**src/rtl/sram_pingpong_ctrl_if.sv**
```systemverilog
// Producer stream, consumer stream and SRAM bank signals of the ping-pong tile controller.
interface sram_pingpong_ctrl_if #(
  parameter int unsigned DATA_WIDTH = 16,
  parameter int unsigned ADDR_WIDTH = 12
);
  logic                  in_valid;
  logic [DATA_WIDTH-1:0] in_data;
  logic                  in_ready;
  logic                  out_valid;
  logic [DATA_WIDTH-1:0] out_data;
  logic                  out_last;
  logic                  out_ready;
  logic [1:0]            buf_full;
  logic                  sram_wen;
  logic                  sram_rwen;
  logic [ADDR_WIDTH-1:0] sram_rwadr;
  logic [DATA_WIDTH-1:0] sram_wdata;
  logic                  sram_ren;
  logic [ADDR_WIDTH-1:0] sram_radr;
  logic [DATA_WIDTH-1:0] sram_rdata;

  // Controller side
  modport slave (
    input  in_valid, in_data, out_ready, sram_rdata,
    output in_ready, out_valid, out_data, out_last, buf_full,
           sram_wen, sram_rwen, sram_rwadr, sram_wdata, sram_ren, sram_radr
  );

  // Producer / consumer / SRAM side
  modport master (
    output in_valid, in_data, out_ready, sram_rdata,
    input  in_ready, out_valid, out_data, out_last, buf_full,
           sram_wen, sram_rwen, sram_rwadr, sram_wdata, sram_ren, sram_radr
  );
endinterface

```
**src/rtl/sram_pingpong_ctrl.sv**
```systemverilog
// Double-buffer tile controller: the writer fills one SRAM half while the
// reader drains the other through a 2-entry FIFO that hides the read latency.
module sram_pingpong_ctrl #(
  parameter int unsigned DATA_WIDTH = 16,
  parameter int unsigned ADDR_WIDTH = 12,
  parameter int unsigned TILE_DEPTH = 2048
) (
  input logic                 clk,
  input logic                 rst,
  sram_pingpong_ctrl_if.slave bus
);
  localparam int unsigned OFS_W = ADDR_WIDTH - 1;
  localparam logic [OFS_W-1:0] LAST_OFS = OFS_W'(TILE_DEPTH - 1);

  typedef enum logic [1:0] {S_IDLE, S_STREAM, S_DRAIN} state_t;

  state_t                r_state;
  state_t                w_state_nxt;
  logic [1:0]            r_buf_full;
  logic                  r_wr_buf;
  logic [OFS_W-1:0]      r_wr_cnt;
  logic                  r_rd_buf;
  logic [OFS_W-1:0]      r_rd_cnt;
  logic                  r_inflight;
  logic                  r_inflight_last;
  logic [DATA_WIDTH-1:0] r_fifo_data [2];
  logic [1:0]            r_fifo_last;
  logic [1:0]            r_fifo_cnt;
  logic                  r_fifo_wptr;
  logic                  r_fifo_rptr;

  logic                  w_in_ready;
  logic                  w_wr_hs;
  logic                  w_wr_last;
  logic                  w_out_valid;
  logic                  w_pop;
  logic [2:0]            w_occ;
  logic                  w_issue;
  logic                  w_release;
  logic [1:0]            w_full_set;
  logic [1:0]            w_full_clr;

  // Write-side handshake and tile-completion detection
  always_comb begin
    w_in_ready = ~r_buf_full[r_wr_buf];
    w_wr_hs    = bus.in_valid & w_in_ready;
    w_wr_last  = w_wr_hs & (r_wr_cnt == LAST_OFS);
    w_full_set = {w_wr_last & r_wr_buf, w_wr_last & ~r_wr_buf};
    w_full_clr = {w_release & r_rd_buf, w_release & ~r_rd_buf};
  end

  // Read-side occupancy: FIFO entries plus the word still inside the SRAM
  always_comb begin
    w_out_valid = (r_fifo_cnt != 2'd0);
    w_pop       = w_out_valid & bus.out_ready;
    w_occ       = 3'(r_fifo_cnt) + 3'(r_inflight) - 3'(w_pop);
  end

  // Reader FSM next state, issue and release decisions
  always_comb begin
    w_state_nxt = r_state;
    w_issue     = 1'b0;
    w_release   = 1'b0;
    case (r_state)
      S_IDLE: begin
        if (r_buf_full[r_rd_buf]) w_state_nxt = S_STREAM;
      end
      S_STREAM: begin
        w_issue = (w_occ < 3'd2);
        if (w_issue && (r_rd_cnt == LAST_OFS)) w_state_nxt = S_DRAIN;
      end
      S_DRAIN: begin
        if (w_pop && r_fifo_last[r_fifo_rptr]) begin
          w_release   = 1'b1;
          w_state_nxt = S_IDLE;
        end
      end
      default: w_state_nxt = S_IDLE;
    endcase
  end

  // Reader FSM state register
  always_ff @(posedge clk) begin
    if (rst) r_state <= S_IDLE;
    else     r_state <= w_state_nxt;
  end

  // Writer half select and offset counter
  always_ff @(posedge clk) begin
    if (rst) begin
      r_wr_buf <= 1'b0;
      r_wr_cnt <= '0;
    end else if (w_wr_hs) begin
      if (w_wr_last) begin
        r_wr_buf <= ~r_wr_buf;
        r_wr_cnt <= '0;
      end else begin
        r_wr_cnt <= r_wr_cnt + OFS_W'(1);
      end
    end
  end

  // Reader half select and offset counter
  always_ff @(posedge clk) begin
    if (rst) begin
      r_rd_buf <= 1'b0;
      r_rd_cnt <= '0;
    end else if (w_release) begin
      r_rd_buf <= ~r_rd_buf;
      r_rd_cnt <= '0;
    end else if (w_issue) begin
      r_rd_cnt <= r_rd_cnt + OFS_W'(1);
    end
  end

  // Per-half full flags; a fill and a release of different halves may coincide
  always_ff @(posedge clk) begin
    if (rst) r_buf_full <= 2'b00;
    else     r_buf_full <= (r_buf_full | w_full_set) & ~w_full_clr;
  end

  // In-flight read tracking and FIFO pointers/count
  always_ff @(posedge clk) begin
    if (rst) begin
      r_inflight      <= 1'b0;
      r_inflight_last <= 1'b0;
      r_fifo_cnt      <= 2'd0;
      r_fifo_wptr     <= 1'b0;
      r_fifo_rptr     <= 1'b0;
    end else begin
      r_inflight      <= w_issue;
      r_inflight_last <= w_issue & (r_rd_cnt == LAST_OFS);
      r_fifo_cnt      <= r_fifo_cnt + 2'(r_inflight) - 2'(w_pop);
      if (r_inflight) r_fifo_wptr <= ~r_fifo_wptr;
      if (w_pop)      r_fifo_rptr <= ~r_fifo_rptr;
    end
  end

  // FIFO storage; contents are qualified by the count, so no reset needed
  always_ff @(posedge clk) begin
    if (r_inflight) begin
      r_fifo_data[r_fifo_wptr] <= bus.sram_rdata;
      r_fifo_last[r_fifo_wptr] <= r_inflight_last;
    end
  end

  assign bus.in_ready   = w_in_ready;
  assign bus.sram_wen   = w_wr_hs;
  assign bus.sram_rwen  = 1'b0;
  assign bus.sram_rwadr = {r_wr_buf, r_wr_cnt};
  assign bus.sram_wdata = bus.in_data;
  assign bus.sram_ren   = w_issue;
  assign bus.sram_radr  = {r_rd_buf, r_rd_cnt};
  assign bus.out_valid  = w_out_valid;
  assign bus.out_data   = r_fifo_data[r_fifo_rptr];
  assign bus.out_last   = w_out_valid & r_fifo_last[r_fifo_rptr];
  assign bus.buf_full   = r_buf_full;
endmodule
```
**src/flat_wrapper.sv**
```systemverilog
// flat-port wrapper written by rule: the top's interface ports become plain ports
module sram_pingpong_ctrl_flat 
#(
  parameter int unsigned DATA_WIDTH = 16,
  parameter int unsigned ADDR_WIDTH = 12,
  parameter int unsigned TILE_DEPTH = 2048
)
  (clk, rst, bus_in_valid, bus_in_data, bus_out_ready, bus_sram_rdata, bus_in_ready, bus_out_valid, bus_out_data, bus_out_last, bus_buf_full, bus_sram_wen, bus_sram_rwen, bus_sram_rwadr, bus_sram_wdata, bus_sram_ren, bus_sram_radr);
  sram_pingpong_ctrl_if #(.DATA_WIDTH(DATA_WIDTH), .ADDR_WIDTH(ADDR_WIDTH)) bus_i ();
  input logic clk;
  input logic rst;
  input wire logic [$bits(bus_i.in_valid)-1:0] bus_in_valid;
  input wire logic [$bits(bus_i.in_data)-1:0] bus_in_data;
  input wire logic [$bits(bus_i.out_ready)-1:0] bus_out_ready;
  input wire logic [$bits(bus_i.sram_rdata)-1:0] bus_sram_rdata;
  output wire logic [$bits(bus_i.in_ready)-1:0] bus_in_ready;
  output wire logic [$bits(bus_i.out_valid)-1:0] bus_out_valid;
  output wire logic [$bits(bus_i.out_data)-1:0] bus_out_data;
  output wire logic [$bits(bus_i.out_last)-1:0] bus_out_last;
  output wire logic [$bits(bus_i.buf_full)-1:0] bus_buf_full;
  output wire logic [$bits(bus_i.sram_wen)-1:0] bus_sram_wen;
  output wire logic [$bits(bus_i.sram_rwen)-1:0] bus_sram_rwen;
  output wire logic [$bits(bus_i.sram_rwadr)-1:0] bus_sram_rwadr;
  output wire logic [$bits(bus_i.sram_wdata)-1:0] bus_sram_wdata;
  output wire logic [$bits(bus_i.sram_ren)-1:0] bus_sram_ren;
  output wire logic [$bits(bus_i.sram_radr)-1:0] bus_sram_radr;
  assign bus_i.in_valid = bus_in_valid;
  assign bus_i.in_data = bus_in_data;
  assign bus_i.out_ready = bus_out_ready;
  assign bus_i.sram_rdata = bus_sram_rdata;
  assign bus_in_ready = bus_i.in_ready;
  assign bus_out_valid = bus_i.out_valid;
  assign bus_out_data = bus_i.out_data;
  assign bus_out_last = bus_i.out_last;
  assign bus_buf_full = bus_i.buf_full;
  assign bus_sram_wen = bus_i.sram_wen;
  assign bus_sram_rwen = bus_i.sram_rwen;
  assign bus_sram_rwadr = bus_i.sram_rwadr;
  assign bus_sram_wdata = bus_i.sram_wdata;
  assign bus_sram_ren = bus_i.sram_ren;
  assign bus_sram_radr = bus_i.sram_radr;
  sram_pingpong_ctrl #(.DATA_WIDTH(DATA_WIDTH), .ADDR_WIDTH(ADDR_WIDTH), .TILE_DEPTH(TILE_DEPTH)) u_core (.clk(clk), .rst(rst), .bus(bus_i));
endmodule
```
**config.mk**
```make
export PLATFORM = sky130hd
export DESIGN_NAME = sram_pingpong_ctrl_flat
export DESIGN_NICKNAME = d
export VERILOG_FILES = /design/src/rtl/sram_pingpong_ctrl_if.sv /design/src/rtl/sram_pingpong_ctrl.sv /design/src/flat_wrapper.sv
export SDC_FILE = /design/constraint.sdc
export NUM_CORES = 1
export LEC_CHECK = 0
export ABC_CLOCK_PERIOD_IN_PS = 4100
export CORE_MARGIN = 5
export CORE_UTILIZATION = 47
export CTS_BUF_LIST = sky130_fd_sc_hd__clkbuf_8
export CTS_CLUSTER_DIAMETER = 80
export DETAILED_ROUTE_END_ITERATION = 16
export PLACE_DENSITY = 0.82
export SYNTH_ARGS = -nofsm -noshare
export SYNTH_HDL_FRONTEND = slang
export SYNTH_SLANG_ARGS = --single-unit
```
**constraint.sdc**
```tcl
create_clock -name clk -period 4.1 [get_ports clk]
set_input_delay 0.82 -clock clk [delete_from_list [all_inputs] [get_ports clk]]
set_output_delay 0.82 -clock clk [all_outputs]
set_load 0.02 [all_outputs]
```
# Word-level counts from Yosys, hierarchy flattened

Memories as Yosys holds them, arrays and structs flattened. A register that Yosys moved wholly into a read port is not among the register bits.
Cells that the tools add are included.

Bits in registers: 36
Latch bits: 0
Bits in writable memories: 32
ROM bits: 0
Input port bits: 36
Memories: 1

Memories:

| memory             | words | width | rd ports | clocked after Yosys merged registers in | wr ports | RTL line                 | source |
|---|---|---|---|---|---|---|---|
| u_core.r_fifo_data | 2     | 16    | 1        | 1                                       | 1        | sram_pingpong_ctrl.sv:26 | `logic [DATA_WIDTH-1:0] r_fifo_data [2];` |

$add $sub $neg: 6
Multipliers: 0
Divide/modulo/power cells: 0
Order comparisons: 6
Eq/ne operators: 7
Shift operators: 0
Multiplexer cells: 21
Bitwise operators: 17
Reductions and logical operators: 8

Operators by type and width:

| operator                                               | count |
|---|---|
| adder 11 x 1 -> 11 bit (second input constant)         | 2 |
| == test 11 bit (second input constant)                 | 2 |
| two-way mux 1 bit                                      | 14 |
| two-way mux 11 bit                                     | 1 |
| AND 1 bit                                              | 9 |
| < comparator 1 x 2 -> 1 bit (second input constant)    | 4 |
| two-way mux 2 bit                                      | 3 |
| inequality test 2 x 1 -> 1 bit (second input constant) | 3 |
| case mux 2 bit (3 select lines)                        | 1 |
| NOT 1 bit                                              | 5 |
| adder 2 x 1 -> 3 bit                                   | 1 |
| logical AND 1 bit                                      | 3 |
| < comparator 3 x 2 -> 1 bit (second input constant)    | 1 |
| AND reduction 3 bit                                    | 1 |
| subtractor 3 x 1 -> 3 bit                              | 1 |
| adder 2 x 1 -> 2 bit                                   | 1 |
| AND 2 bit                                              | 1 |
| bitwise mux 2 bit                                      | 1 |
| == test 2 x 1 -> 1 bit (second input constant)         | 1 |
| == test 2 bit (second input constant)                  | 1 |
| logical NOT 2 bit                                      | 1 |
| NOT 2 bit                                              | 1 |
| bitwise OR 2 bit                                       | 1 |
| AND reduction 2 bit                                    | 1 |
| other kinds (5)                                        | 5 |

# Longest topological paths before layout

Depth in word-level cells: 8
Gate-level depth with buffers: 10

# Least setup slack after synthesis

No wires, ideal clock.

Kind: input to output
Start point: input port bus_out_ready
End point: output port bus_sram_ren
Arrival time: 2.784 ns
Data required time: 3.280 ns
Slack: 0.496 ns
Stages on the path: 9
Path buffers: 0
Path through: o21ai_1 inv_1 ha_1 inv_1 ha_1 fa_1 or3b_4 nand2b_1 inv_1

Longest elaborated chain between the ends: 4

RTL lines:

| element                     | RTL line                 | source |
|---|---|---|
| from (decl)                 | flat_wrapper.sv:14       | `input wire logic [$bits(bus_i.out_ready)-1:0] bus_out_ready;` |
| AND 1 bit                   | sram_pingpong_ctrl.sv:55 | `w_pop = w_out_valid & bus.out_ready;` |
| named net u_core.w_pop      | sram_pingpong_ctrl.sv:36 | `logic w_pop;` |
| subtractor 3 x 1 -> 3 bit   | sram_pingpong_ctrl.sv:56 | `w_occ = 3'(r_fifo_cnt) + 3'(r_inflight) - 3'(w_pop);` |
| named net u_core.w_occ[1]   | sram_pingpong_ctrl.sv:37 | `logic [2:0] w_occ;` |
| < comparator 3 x 2 -> 1 bit | sram_pingpong_ctrl.sv:69 | `w_issue = (w_occ < 3'd2);` |
| two-way mux 1 bit           | sram_pingpong_ctrl.sv:64 | `case (r_state)` |
| to (decl)                   | flat_wrapper.sv:25       | `output wire logic [$bits(bus_i.sram_ren)-1:0] bus_sram_ren;` |

The timed path passes the listed nets, and every way through them passes these cells.

# Final worst setup path

Same ends and word-level chain as after synthesis.

==> impl_metrics.json <==
{
  "drt_iter0_drc": 74,
  "drv_cap": 0,
  "internal_power_mw": 1.20,
  "clk_pin_slew_ns": 0.06,
  "pwr-share-comb_pct": 27.0,
  "synth_area_um2": 2980,
  "insertion_delay_ns": 0.32,
  "start_util_pct": 47.5,
  "clockBufferDepth": 2,
  "gr-total-overflow": 0,
  "dp.cells": 383,
  "htreeDepth": 3,
  "dpl.hpwl_mm": 4.28,
  "clkSinkCount": 69,
  "port-buffer-count": 66,
  "root_buffer": "clkbuf_8",
  "rr_worst_depth": 11,
  "yosys_warnings": 0,
  "final_core_utilization_pct": 60.5,
  "ant_nets": 0,
  "end_kind": "output port",
  "synth-edff-count": 34,
  "pre_cts_ws_ns": -0.363,
  "grt_start_max_net_pins": 22,
  "pin_count": 100,
  "drv_slew": 0,
  "antenna_found_initial": 0,
  "finalHoldViolCount": 0,
  "slew_headroom_pct": 49.5,
  "ys.flop_type": "dfxtp_1",
  "fp.dieW_um": 89.7,
  "routed_wl_mm": 5.92,
  "synth_seq_cells": 69,
  "drc": 0,
  "critical_path_class": "in -> out",
  "synth_area_leaders": "edfxtp_1 (34%), dfxtp_1 (23%), mux2_2 (6.4%)",
  "num_vias": 2078,
  "status": "finished, final reports clean",
  "cp-start-kind": "primary input",
  "layout.nets": 358,
  "synthCells": 256,
  "min_path_cells": 0,
  "post_cts.repair.setup_buffers": 0,
  "hold_class": "reg -> reg",
  "syn_avg_cell_area_um2": 11.7,
  "required_ns": 3.28,
  "core_um2": 6280,
  "switchingPower_mw": 0.474,
  "finalCritPeriodShare_pct": 97.4,
  "synth_fp_nets": 297,
  "worstPathArrival_ns": 3.17,
  "grt_pass1_wl_mm": 9.63,
  "yosysSeqAreaShare_pct": 57.7,
  "cts_tree": "yes",
  "tightest_slew_ns": 0.755,
  "syn2layout_area_growth_pct": 27.3,
  "yosys.area.top_type": "edfxtp_1",
  "rsz0062_at_grt": "false",
  "first_pass_iters": 4,
  "synth_top_area_share_pct": 34.2,
  "drive_gt1_share_pct": 13.4,
  "crit_fanout": 2,
  "timing.rr.start": "u_core.r_fifo_cnt[1]",
  "hold_path_end": "u_core.r_fifo_last[1]",
  "cts_made_buffers": 9,
  "viasPerCell": 5.21,
  "ir_drop_v": 0.000243,
  "grt_pass1_vias": 2116,
  "rows": 29,
  "fin_cells": 399,
  "fin_ws_ns": 0.107,
  "async_reset_ff_share_pct": 0,
  "cellLeakagePower_nw": 1.30,
  "swShare_pct": 28.3,
  "seqPwrFrac_pct": 46.7,
  "r2r-end": "u_core.r_rd_cnt[9]",
  "die_area_um2": 8040,
  "wire_per_inst_um": 14.8,
  "die_h_um": 89.7,
  "pwr-share-clk_pct": 26.3,
  "power.density_nw_per_um2": 441,
  "min_period_ns": 3.99,
  "yosysUniqueCellTypes": 41,
  "antenna_cells": 0,
  "min-delay-start": "u_core.r_inflight_last",
  "gp_congestion": 0.814,
  "final-setup-viol-count": 0,
  "fmax_mhz": 250,
  "r2r_setup_slack_ns": 0.86,
  "grt_use_total_pct": 15.8,
  "clock-skew-final_ns": 0.00611
}
-- synth_stat cells, types with 2 or more instances --
master,instances
dfxtp_1,35
xor2_1,7
and4_1,2
o31ai_1,3
a21oi_1,7
clkbuf_1,3
or4_1,4
inv_1,10
or2_1,2
ha_1,4
edfxtp_1,34
nor4b_1,2
mux2_2,17
or3_1,2
nand2b_1,3
buf_4,19
nor3_1,4
a211oi_1,3
nor2b_1,3
nor4_1,7
xnor2_1,15
nor2_1,28
nand2_1,10
nand4_1,7
buf_1,2
mux2i_1,2
nand3_1,7
-- worst max-delay path, cell delays in order --
cell and delay, ns:
clkdlybuf4s50_1 0.44, o21ai_2 0.08, inv_1 0.06, ha_1 0.27
inv_1 0.04, ha_1 0.21, fa_1 0.48, or3b_4 0.39
nand2b_1 0.18, inv_1 0.07, buf_4 0.13
-- layout by cell type, fill, tap and decap left out, drive strengths merged, types with 4 or more instances in the layout --
master,Yosys,final
clkdlybuf4s50,0,65
dfxtp,35,35
edfxtp,34,34
nor2,28,28
mux2,17,17
xnor2,15,15
inv,11,12
nand2,10,10
clkbuf,3,9
buf,21,9
nor4,8,8
xor2,7,7
a21oi,7,7
nand3,7,7
nand4,7,7
clkinv,0,5
or4,4,4
nor3,4,4
ha,4,4
-- through the flow --
step / power (mW) / setup TNS, ns / hold slack, ns / instance area [µm²]
2_1_floorplan: 1.05 / 0 / 0.404 / 2980
3_3_place_gp: 1.24 / -0.336 / 0.407 / 3640
3_5_place_dp: 1.25 / -0.363 / 0.425 / 3640
4_1_cts: 1.70 / 0 / 0.447 / 3790
5_1_grt: 1.77 / 0 / 0.449 / 3800
6_report: 1.68 / 0 / 0.450 / 3800
-- cell families after synthesis --
| kind of cell | after synthesis | share of synthesized area, % |
|---|---|---|
| flip-flops | 69 | 57.7 |
| buffers and inverters | 35 | 6.79 |
| AO/OA/AOI/OAI | 16 | 3.31 |
| multiplexers | 19 | 7.09 |
| other | 1 | 0.126 |
| adder cells (fa/ha/maj) | 5 | 2.35 |
| XOR/XNOR | 22 | 6.46 |
| AND/OR/NAND/NOR | 89 | 16.2 |
-- power groups by stage --
stage	combinational, mW	sequential, mW	clock, mW
after floorplan	0.281	0.771	0
after CTS	0.454	0.783	0.461
final	0.452	0.783	0.441
after global placement	0.441	0.798	0
after global routing	0.487	0.789	0.494
after detailed placement	0.451	0.798	0
-- sequential cells by signal, indices dropped and copies added (netlist names), named ones only --
signal,flops
u_core.r_rd_cnt,11
u_core.r_fifo_cnt,2
u_core.r_state,2
u_core.r_wr_cnt,11
u_core.r_wr_buf,1
u_core.r_rd_buf,1
u_core.r_fifo_wptr,1
u_core.r_fifo_rptr,1
u_core.bus.buf_full,2
u_core.r_fifo_last,2
u_core.r_fifo_data,32
u_core.r_inflight,1
u_core.r_inflight_last,1
-- how the worst max path moves through the flow --
stage	from	endpoint	slack [ns]
floorplan	bus_out_ready	bus_sram_ren	0.50
global placement	bus_out_ready	bus_sram_ren	-0.34
detailed placement	bus_out_ready	bus_sram_ren	-0.36
CTS	bus_out_ready	bus_sram_ren	0.05
global route	bus_out_ready	bus_sram_ren	0.009
finish	bus_out_ready	bus_sram_ren	0.11
-- timing repair --
item | CTS | global route
endpoints found under the setup margin | 1 | 1
hold buffers | 0 | 0
gates resized for setup | 4 | 2
-- layout make-up --
cell class                      instances  area, µm²
Tap cell                               77       96.3
Sequential cell                        69       1720
Inverter                               11       41.3
Fill cell                             538       2480
Multi-Input combinational cell        152       1060
Clock buffer                            9        124
Timing Repair Buffer                   74        718
Clock inverter                          7       33.8
-- metal layers --
metal / vias up / global-route usage [%] / part of all wire (%)
met1: 974 / 19.8 / 43
li1: 1011 / - / -
met5: - / 0 / 0
met2: 77 / 24.5 / 47
met3: 16 / 3.56 / 6.4
met4: 0 / 10.1 / 3.4
No activity file was read; power rests on OpenSTA's default activity.
